`config.mk`:
```
export PLATFORM = sky130hd
export DESIGN_NAME = button_conditioner
export DESIGN_NICKNAME = d
export VERILOG_FILES = /design/src/rtl/button_conditioner.sv
export SDC_FILE = /design/constraint.sdc
export NUM_CORES = 1
export LEC_CHECK = 0
export ABC_AREA = 1
export CAP_MARGIN = 20
export CORE_ASPECT_RATIO = 1.5
export CORE_UTILIZATION = 49
export DETAILED_ROUTE_END_ITERATION = 16
export PLACE_DENSITY_LB_ADDON = 0.12
export SYNTH_ARGS = -nofsm -noshare
export SYNTH_HDL_FRONTEND = slang
export SYNTH_SLANG_ARGS = --single-unit
export TNS_END_PERCENT = 10
```
`constraint.sdc`:
```
create_clock -name CLK -period 1.6 [get_ports CLK]
set_input_delay 0.16 -clock CLK [delete_from_list [all_inputs] [get_ports CLK]]
set_output_delay 0.16 -clock CLK [all_outputs]
set_load 0.02 [all_outputs]
```
`src/rtl/button_conditioner.sv`:
```
// button_conditioner: synchronizes, debounces and edge-detects the raw mode/up/down
// buttons into single-cycle pulses. When BUTTON_AUTOREPEAT_EN is defined, a held
// up/down button also auto-repeats. Holding up and down together suppresses both.
module button_conditioner #(
    parameter int unsigned DEBOUNCE_CYCLES = 4,
    parameter int unsigned REPEAT_DELAY    = 10,
    parameter int unsigned REPEAT_RATE     = 3,
    parameter bit          ACTIVE_LOW      = 1'b1
) (
    input  logic CLK,
    input  logic reset,
    input  logic mode_raw,
    input  logic up_raw,
    input  logic down_raw,
    output logic mode_pulse,
    output logic up_pulse,
    output logic down_pulse,
    output logic any_held
);

    localparam int unsigned NB  = 3;
    localparam int unsigned DBW = $clog2(DEBOUNCE_CYCLES + 1);
    localparam logic [NB-1:0] RELEASED_RAW = {NB{ACTIVE_LOW}};

    // Bit 0 = mode, bit 1 = up, bit 2 = down
    logic [NB-1:0]  raw_bus;
    logic [NB-1:0]  sync1;
    logic [NB-1:0]  sync2;
    logic [NB-1:0]  pressed;
    logic [NB-1:0]  db;
    logic [NB-1:0]  db_q;
    logic [NB-1:0]  rise;
    logic [DBW-1:0] db_cnt [NB];

    assign raw_bus = {down_raw, up_raw, mode_raw};
    assign pressed = ACTIVE_LOW ? ~sync2 : sync2;
    assign rise    = db & ~db_q;

    // Out-of-range parameters leave this block unelaborated-safe; only a marker lives here
    if (DEBOUNCE_CYCLES < 1 || REPEAT_DELAY < 1 || REPEAT_RATE < 1) begin : g_param_guard
        localparam int unsigned PARAM_OUT_OF_RANGE = 1;
    end

    // Two-flop synchronizer, cleared to the released raw level
    always_ff @(posedge CLK) begin
        if (reset) begin
            sync1 <= RELEASED_RAW;
            sync2 <= RELEASED_RAW;
        end else begin
            sync1 <= raw_bus;
            sync2 <= sync1;
        end
    end

    for (genvar i = 0; i < NB; i++) begin : g_debounce
        // Accept a new level only after DEBOUNCE_CYCLES consecutive disagreeing samples
        always_ff @(posedge CLK) begin
            if (reset) begin
                db_cnt[i] <= '0;
                db[i]     <= 1'b0;
            end else if (pressed[i] == db[i]) begin
                db_cnt[i] <= '0;
            end else if (db_cnt[i] == DBW'(DEBOUNCE_CYCLES - 1)) begin
                db_cnt[i] <= '0;
                db[i]     <= ~db[i];
            end else begin
                db_cnt[i] <= db_cnt[i] + DBW'(1);
            end
        end
    end

    // Edge-detect history, mode press pulse and held indicator
    always_ff @(posedge CLK) begin
        if (reset) begin
            db_q       <= '0;
            mode_pulse <= 1'b0;
            any_held   <= 1'b0;
        end else begin
            db_q       <= db;
            mode_pulse <= rise[0];
            any_held   <= |db;
        end
    end

`ifdef BUTTON_AUTOREPEAT_EN
    localparam int unsigned RPT_MAX = (REPEAT_DELAY > REPEAT_RATE) ? REPEAT_DELAY : REPEAT_RATE;
    localparam int unsigned RCW     = $clog2(RPT_MAX + 1);

    typedef enum logic [1:0] {
        ST_IDLE   = 2'd0,
        ST_DELAY  = 2'd1,
        ST_REPEAT = 2'd2,
        ST_LOCK   = 2'd3
    } state_t;

    state_t         state;
    logic [RCW-1:0] rpt_cnt;
    logic           dir_down;
    logic           held_level;

    assign held_level = dir_down ? db[2] : db[1];

    // Shared up/down press + auto-repeat FSM; both held forces LOCK
    always_ff @(posedge CLK) begin
        if (reset) begin
            state      <= ST_IDLE;
            rpt_cnt    <= '0;
            dir_down   <= 1'b0;
            up_pulse   <= 1'b0;
            down_pulse <= 1'b0;
        end else begin
            up_pulse   <= 1'b0;
            down_pulse <= 1'b0;
            if (db[1] && db[2]) begin
                state <= ST_LOCK;
            end else begin
                case (state)
                    ST_IDLE: begin
                        if (rise[1]) begin
                            up_pulse <= 1'b1;
                            dir_down <= 1'b0;
                            rpt_cnt  <= RCW'(REPEAT_DELAY - 1);
                            state    <= ST_DELAY;
                        end else if (rise[2]) begin
                            down_pulse <= 1'b1;
                            dir_down   <= 1'b1;
                            rpt_cnt    <= RCW'(REPEAT_DELAY - 1);
                            state      <= ST_DELAY;
                        end
                    end
                    ST_DELAY, ST_REPEAT: begin
                        if (!held_level) begin
                            state <= ST_IDLE;
                        end else if (rpt_cnt == '0) begin
                            up_pulse   <= ~dir_down;
                            down_pulse <= dir_down;
                            rpt_cnt    <= RCW'(REPEAT_RATE - 1);
                            state      <= ST_REPEAT;
                        end else begin
                            rpt_cnt <= rpt_cnt - RCW'(1);
                        end
                    end
                    ST_LOCK: begin
                        if (!db[1] && !db[2]) state <= ST_IDLE;
                    end
                    default: state <= ST_IDLE;
                endcase
            end
        end
    end
`else
    typedef enum logic [1:0] {
        ST_IDLE = 2'd0,
        ST_LOCK = 2'd1
    } state_t;

    state_t state;

    // One pulse per up/down press; both held forces LOCK
    always_ff @(posedge CLK) begin
        if (reset) begin
            state      <= ST_IDLE;
            up_pulse   <= 1'b0;
            down_pulse <= 1'b0;
        end else begin
            up_pulse   <= 1'b0;
            down_pulse <= 1'b0;
            if (db[1] && db[2]) begin
                state <= ST_LOCK;
            end else begin
                case (state)
                    ST_IDLE: begin
                        if (rise[1])      up_pulse   <= 1'b1;
                        else if (rise[2]) down_pulse <= 1'b1;
                    end
                    ST_LOCK: begin
                        if (!db[1] && !db[2]) state <= ST_IDLE;
                    end
                    default: state <= ST_IDLE;
                endcase
            end
        end
    end
`endif

endmodule

```
==> results by group, run 1 <==
Floorplanning
  • Die area: about 2200 sq um
  • FP Rows: 19
  • Chip Height: 56.7 um
  • Initial Utilization: 52.6%
  • Core Footprint: 1850 sq um
  • Die width: between 30 and 40 um
  • I/O Pins: 9

Setup path
  • Crit path max fanout: 1
  • Setup CP Type: reg -> out
  • CP Capture Type: primary output
  • Worst path max stage delay: 590 ps
  • Slowest-stage cell, CP: clkdlybuf4s50_1
  • Type of origin of the critical path: flip-flop
  • CP cell instances: clkdlybuf4s50_1
  • Worst EP arrival: 1230 ps
  • Top delay family on crit path: buffers and inverters
  • CP required: 1440 ps
  • CP bufs+invs: 1

Placed design
  • Detailed Place HPWL: 874 um
  • I/O Buffers: 8
  • Pre-CTS setup slack: 185 ps
  • RePlAce Congestion: between 0.6 and 0.7

Detailed routing
  • DR DRC count: 0
  • Drt wl/cell: between 8 and 9 um
  • Met2 WL: 566 um
  • DRT iter0 DRCs: 9
  • WL met1: 514 um
  • Routed wl met3: 32 um
  • Via/cell ratio: ~4.5
  • Drt pass-1 iters: 4
  • Antenna Nets Post-Route: 0
  • Max layer used: met4
  • DR vias: 623
  • Final wirelength: between 1000 and 1500 um

Global route
  • First-pass GRT wire length: around 2000 um
  • Largest net degree at the start of global routing: 15
  • Vias in the first global route: approximately 540
  • Overall global routing resource usage: 13.0%
  • Antenna violations before repair: 0
  • GRT overflow: 0

Yosys
  • Post-Syn Area: 976 sq um
  • Syn Inst Count: 97
  • Unique masters post-synth: 14
  • Post-synthesis sequential area ratio: about 63%
  • Synth warn: 0
  • Syn Area/Cell: 10.1 sq um
  • Seq cells post-synth: 26

Timing
  • Max-slew violation count: 0
  • Final setup viols: 0
  • RSZ-0062 raised after global routing: false
  • Final hold violation count: 0
  • Setup ws final: between 200 and 250 ps
  • Clk_skew: 1.46 ps
  • Setup TNS: 0 ps
  • FMAX: approximately 720 MHz
  • Final period utilization: 86.8%
  • Post-route minimum period: 1390 ps

CTS
  • Clock buffer count from CTS: 3
  • Clock latency on the worst-skew pair: 310 ps
  • Htree depth: 1
  • Resize count post-CTS: 0
  • Hold-fix buffers, CTS: 0
  • CTS Buffer Depth: 2
  • Post-CTS Repair Setup Buffers: 0
  • Clock Pin Slew Worst Setup and Hold Paths: 120 ps
  • Root buffer cell: clkbuf_4
  • TritonCTS clock tree: built
  • Clock sinks: 26

Cells and area
  • Diode count: 0
  • Most common cell after layout, fill and taps aside: nor2_1
  • Final nets: 130
  • Area growth syn-to-layout: 17.3%
  • Most frequent cells in the layout: nor2_1 (21), dfxtp_1 (17), inv_1 (14)
  • Core Util, Final: between 60% and 70%
  • FILL cells: roughly 170
  • Layout cells sized above 1: 5.98%

Power and ir drop
  • Leak: 0.000533 uW
  • Max IR drop VDD: between 0.6 and 0.7 mV
  • Power per cell area: 966 nW/um^2
  • Power, Total: roughly 1100 uW

Job
  • Maxcap violations: 0

Min path
  • Min-delay worst type: in -> reg

Status
  • Status: finished clean
==> cell type report <==
class / instances / area (sq um) / area share [%]
tap: 21 / 26.3 / 2.30
multi-input combinational: 64 / 332 / 29.0
clock buffer: 4 / 36.3 / 3.17
timing repair buffer: 9 / 87.6 / 7.65
sequential: 26 / 611 / 53.3
inverter: 14 / 52.6 / 4.59
==> path summary, 6_finish.rpt <==
path | to | depth (start not counted) | startpoint | slack, ps
min reg2reg | mode_pulse | 1 | db_q[0] | 410
min | sync1[0] | 2 | mode_raw | 390
max reg2reg | db_cnt[1][2] | 5 | db_cnt[1][0] | 300
max | mode_pulse | 1 | mode_pulse | 210
==> worst register-to-register path: stages, from the launching register on <==
cell and delay (ps):
edfxtp_1 410, ha_1 220, ha_1 210, nor2_1 90, nand3_1 130, nor2_1 110
==> state kept, by name, summed over array words and instances (netlist names) <==
signal	count
db_cnt	9
db	3
db_q	3
sync1	3
sync2	3
any_held	1
down_pulse	1
mode_pulse	1
state	1
up_pulse	1
==> report_power, final <==
| group | switching, uW | internal (uW) |
|---|---|---|
| sequential | 10.9 | 709 |
| clock | 174 | 139 |
| combinational | 38.2 | 34.3 |
==> synthesized netlist by cell type (all sizes together) <==
master  count  share of area (%)
edfxtp      9                 28
nor2       21                8.1
buf         1                1.2
ha          7                9.0
o21ai       3                1.5
or2         6                3.8
dfxtp      17                 35
nand3       3                1.5
nor3        1               0.51
nand2       9                3.5
conb        1               0.38
inv        14                5.4
a21oi       5                2.6
==> stage by stage <==
step,instances,hold slack [ps],instance area (sq um)
3_5_place_dp,134,390,1110
4_1_cts,138,379,1140
2_1_floorplan,105,257,1010
5_1_grt,138,386,1140
3_3_place_gp,134,385,1110
6_report,138,394,1140
==> cells by family after synthesis <==
group	after synthesis	synth area share, %
AO/OA/AOI/OAI	8	4.10
adder cells (fa/ha/maj)	7	8.97
flip-flops	26	62.6
AND/OR/NAND/NOR	40	17.4
buffers and inverters	15	6.54
other	1	0.384
==> per-layer routing <==
metal / vias to the layer above / GRT usage [%]
met3: 4 / 2.37
met1: 273 / 13.5
met4: 0 / 10.3
met5: - / 0
li1: 336 / -
met2: 10 / 21.3
Note: power is estimated with default switching activity, not from simulation.
==> run 2, diff against run 1 <==
--- a/config.mk
+++ b/config.mk
@@ -10,6 +10,7 @@
 export CORE_ASPECT_RATIO = 1.5
 export CORE_UTILIZATION = 49
 export DETAILED_ROUTE_END_ITERATION = 16
+export GPL_TIMING_DRIVEN = 1
 export PLACE_DENSITY_LB_ADDON = 0.12
 export SYNTH_ARGS = -nofsm -noshare
 export SYNTH_HDL_FRONTEND = slang
==> results of run 2 <==
No change in the layout: final DEF, timing and power equal those of run 1.
==> run 3, diff against run 2 <==
--- a/config.mk
+++ b/config.mk
@@ -11,6 +11,7 @@
 export CORE_UTILIZATION = 49
 export DETAILED_ROUTE_END_ITERATION = 16
 export GPL_TIMING_DRIVEN = 1
+export MAX_ROUTING_LAYER = met4
 export PLACE_DENSITY_LB_ADDON = 0.12
 export SYNTH_ARGS = -nofsm -noshare
 export SYNTH_HDL_FRONTEND = slang
==> results by group, run 3 (synthesis results as in run 1) <==
Detailed routing
  • DRT iter0 DRCs: 8 (-1)
  • DR vias: 624 (+0.16%)
  • Final wirelength: 1140 um (-0.26%)
  • Drt pass-1 iters: 4 (unchanged)
  • Via/cell ratio: 4.52 (+0.16%)
  • Antenna Nets Post-Route: 0 (unchanged)
  • Drt wl/cell: 8.25 um (-0.26%)
  • DR DRC count: 0 (unchanged)

Floorplanning
  • Core Footprint: 1850 sq um (unchanged)
  • I/O Pins: 9 (unchanged)
  • Die area: 2180 sq um (unchanged)
  • Die width: 38.4 um (unchanged)
  • Chip Height: 56.7 um (unchanged)
  • FP Rows: 19 (unchanged)
  • Initial Utilization: 52.6% (unchanged)

CTS
  • CTS Buffer Depth: 2 (unchanged)
  • Clock sinks: 26 (unchanged)
  • Post-CTS Repair Setup Buffers: 0 (unchanged)
  • Clock Pin Slew Worst Setup and Hold Paths: 120 ps (about the same)
  • Clock latency on the worst-skew pair: 310 ps (about the same)
  • TritonCTS clock tree: built
  • Hold-fix buffers, CTS: 0 (unchanged)
  • Root buffer cell: clkbuf_4
  • Clock buffer count from CTS: 3 (unchanged)
  • Htree depth: 1 (unchanged)
  • Resize count post-CTS: 0 (unchanged)

Min path
  • Min-delay worst type: in -> reg

Power and ir drop
  • Psw: 225 uW (+0.57%)
  • Gate power share: 6.5% (about the same)
  • Max IR drop VDD: 0.663 mV (+0.25%)
  • Internal Pwr Total: 882 uW (about the same)
  • Clock power share: 28.4% (about the same)
  • Leak: 0.000533 uW (unchanged)
  • Sequential share of power: 65.0% (about the same)
  • Sw Share: 20.3% (+0.090 points)
  • Power per cell area: 967 nW/um^2 (+0.12%)

Cells and area
  • Most common cell after layout, fill and taps aside: nor2_1
  • FILL cells: 172 (unchanged)
  • Biggest register: db_cnt
  • Final nets: 130 (unchanged)
  • Layout cells sized above 1: 5.98% (unchanged)
  • Most frequent cells in the layout: nor2_1 (21), dfxtp_1 (17), inv_1 (14)
  • Diode count: 0 (unchanged)
  • Area growth syn-to-layout: 17.3% (unchanged)
  • Max reg flops: 9 (unchanged)

Setup path
  • Type of origin of the critical path: flip-flop
  • Slowest-stage cell, CP: clkdlybuf4s50_1
  • Top delay family on crit path: buffers and inverters
  • CP required: 1440 ps (about the same)
  • Crit path max fanout: 1 (unchanged)
  • CP Capture Type: primary output
  • CP bufs+invs: 1 (unchanged)
  • Setup CP Type: reg -> out
  • Worst path max stage delay: 590 ps (about the same)
  • CP cell instances: clkdlybuf4s50_1
  • Worst EP arrival: 1230 ps (about the same)

Placed design
  • Detailed Place HPWL: 874 um (unchanged)
  • I/O Buffers: 8 (unchanged)
  • RePlAce Congestion: 0.674 (+0.96%)

Timing
  • Setup TNS: 0 ps (unchanged)
  • Post-route minimum period: 1390 ps (+2.21 ps)
  • Clk_skew: 1.50 ps (+0.0361 ps)
  • Final hold violation count: 0 (unchanged)
  • WHS: 392 ps (-1.95 ps)
  • Max-slew violation count: 0 (unchanged)
  • FMAX: 719 MHz (-0.16%)
  • Final period utilization: 86.9% (+0.14 points)
  • RSZ-0062 raised after global routing: false
  • Final setup viols: 0 (unchanged)

Global route
  • Antenna violations before repair: 0 (unchanged)
  • GRT overflow: 0 (unchanged)
  • First-pass GRT wire length: 1980 um (unchanged)
  • Largest net degree at the start of global routing: 15 (unchanged)
  • Vias in the first global route: 536 (+0.19%)
  • Overall global routing resource usage: 13.3% (+0.33 points)

Status
  • Status: finished clean

Job
  • Maxcap violations: 0 (unchanged)
==> run 3: cell counts in the layout (fill, tap and decap cells not counted) <==
No cell type changed its count.
==> run 3: power by group through the flow <==
| stage | sequential, uW | combinational, uW | clock, uW |
|---|---|---|---|
| after floorplan | 736 | 44.6 | 0 |
| after global placement | 735 | 70.7 | 0 |
| after detailed placement | 735 | 72.7 | 0 |
| after CTS | 720 | 73.0 | 333 |
| after global routing | 723 | 85.4 | 356 |
| final | 720 | 72.4 | 315 |
==> run 3: layout make-up <==
| cell class | instances | area [sq um] | share of cell area [%] |
|---|---|---|---|
| flip-flops and latches | 26 | 611 | 53.3 |
| multi-input cells | 64 | 332 | 29.0 |
| repair buffers | 9 | 87.6 | 7.65 |
| inverters | 14 | 52.6 | 4.59 |
| clock buffers | 4 | 36.3 | 3.17 |
| well taps | 21 | 26.3 | 2.30 |
==> run 3: path summary, 6_finish.rpt <==
| check | start | end | slack [ps] | depth (start not counted) |
|---|---|---|---|---|
| setup / recovery | mode_pulse | mode_pulse | 210 | 1 |
| hold / removal | mode_raw | sync1[0] | 390 | 2 |
| setup reg to reg | db_cnt[1][0] | db_cnt[1][2] | 300 | 5 |
| hold reg to reg | db_q[0] | mode_pulse | 410 | 1 |
==> run 3: routing by layer <==
metal	vias up	global-route usage, %	share of wire (%)	wire [um]
li1	335	-	-	-
met1	273	13.5	45	508
met2	11	21.3	49	559
met3	5	2.37	2.7	31
met4	0	10.3	3.5	40
met5	-	-	0	0
==> run 3: through the flow <==
step                total power, uW  setup slack [ps]  cell area [sq um]  cells  utilization [%]
finish                         1110               209               1140    138             61.7
global placement                805               208               1110    134             59.8
detailed placement              808               185               1110    134             59.8
global route                   1160               146               1140    138             61.7
floorplan                       781               436               1010    105                -
CTS                            1130               189               1140    138             61.7
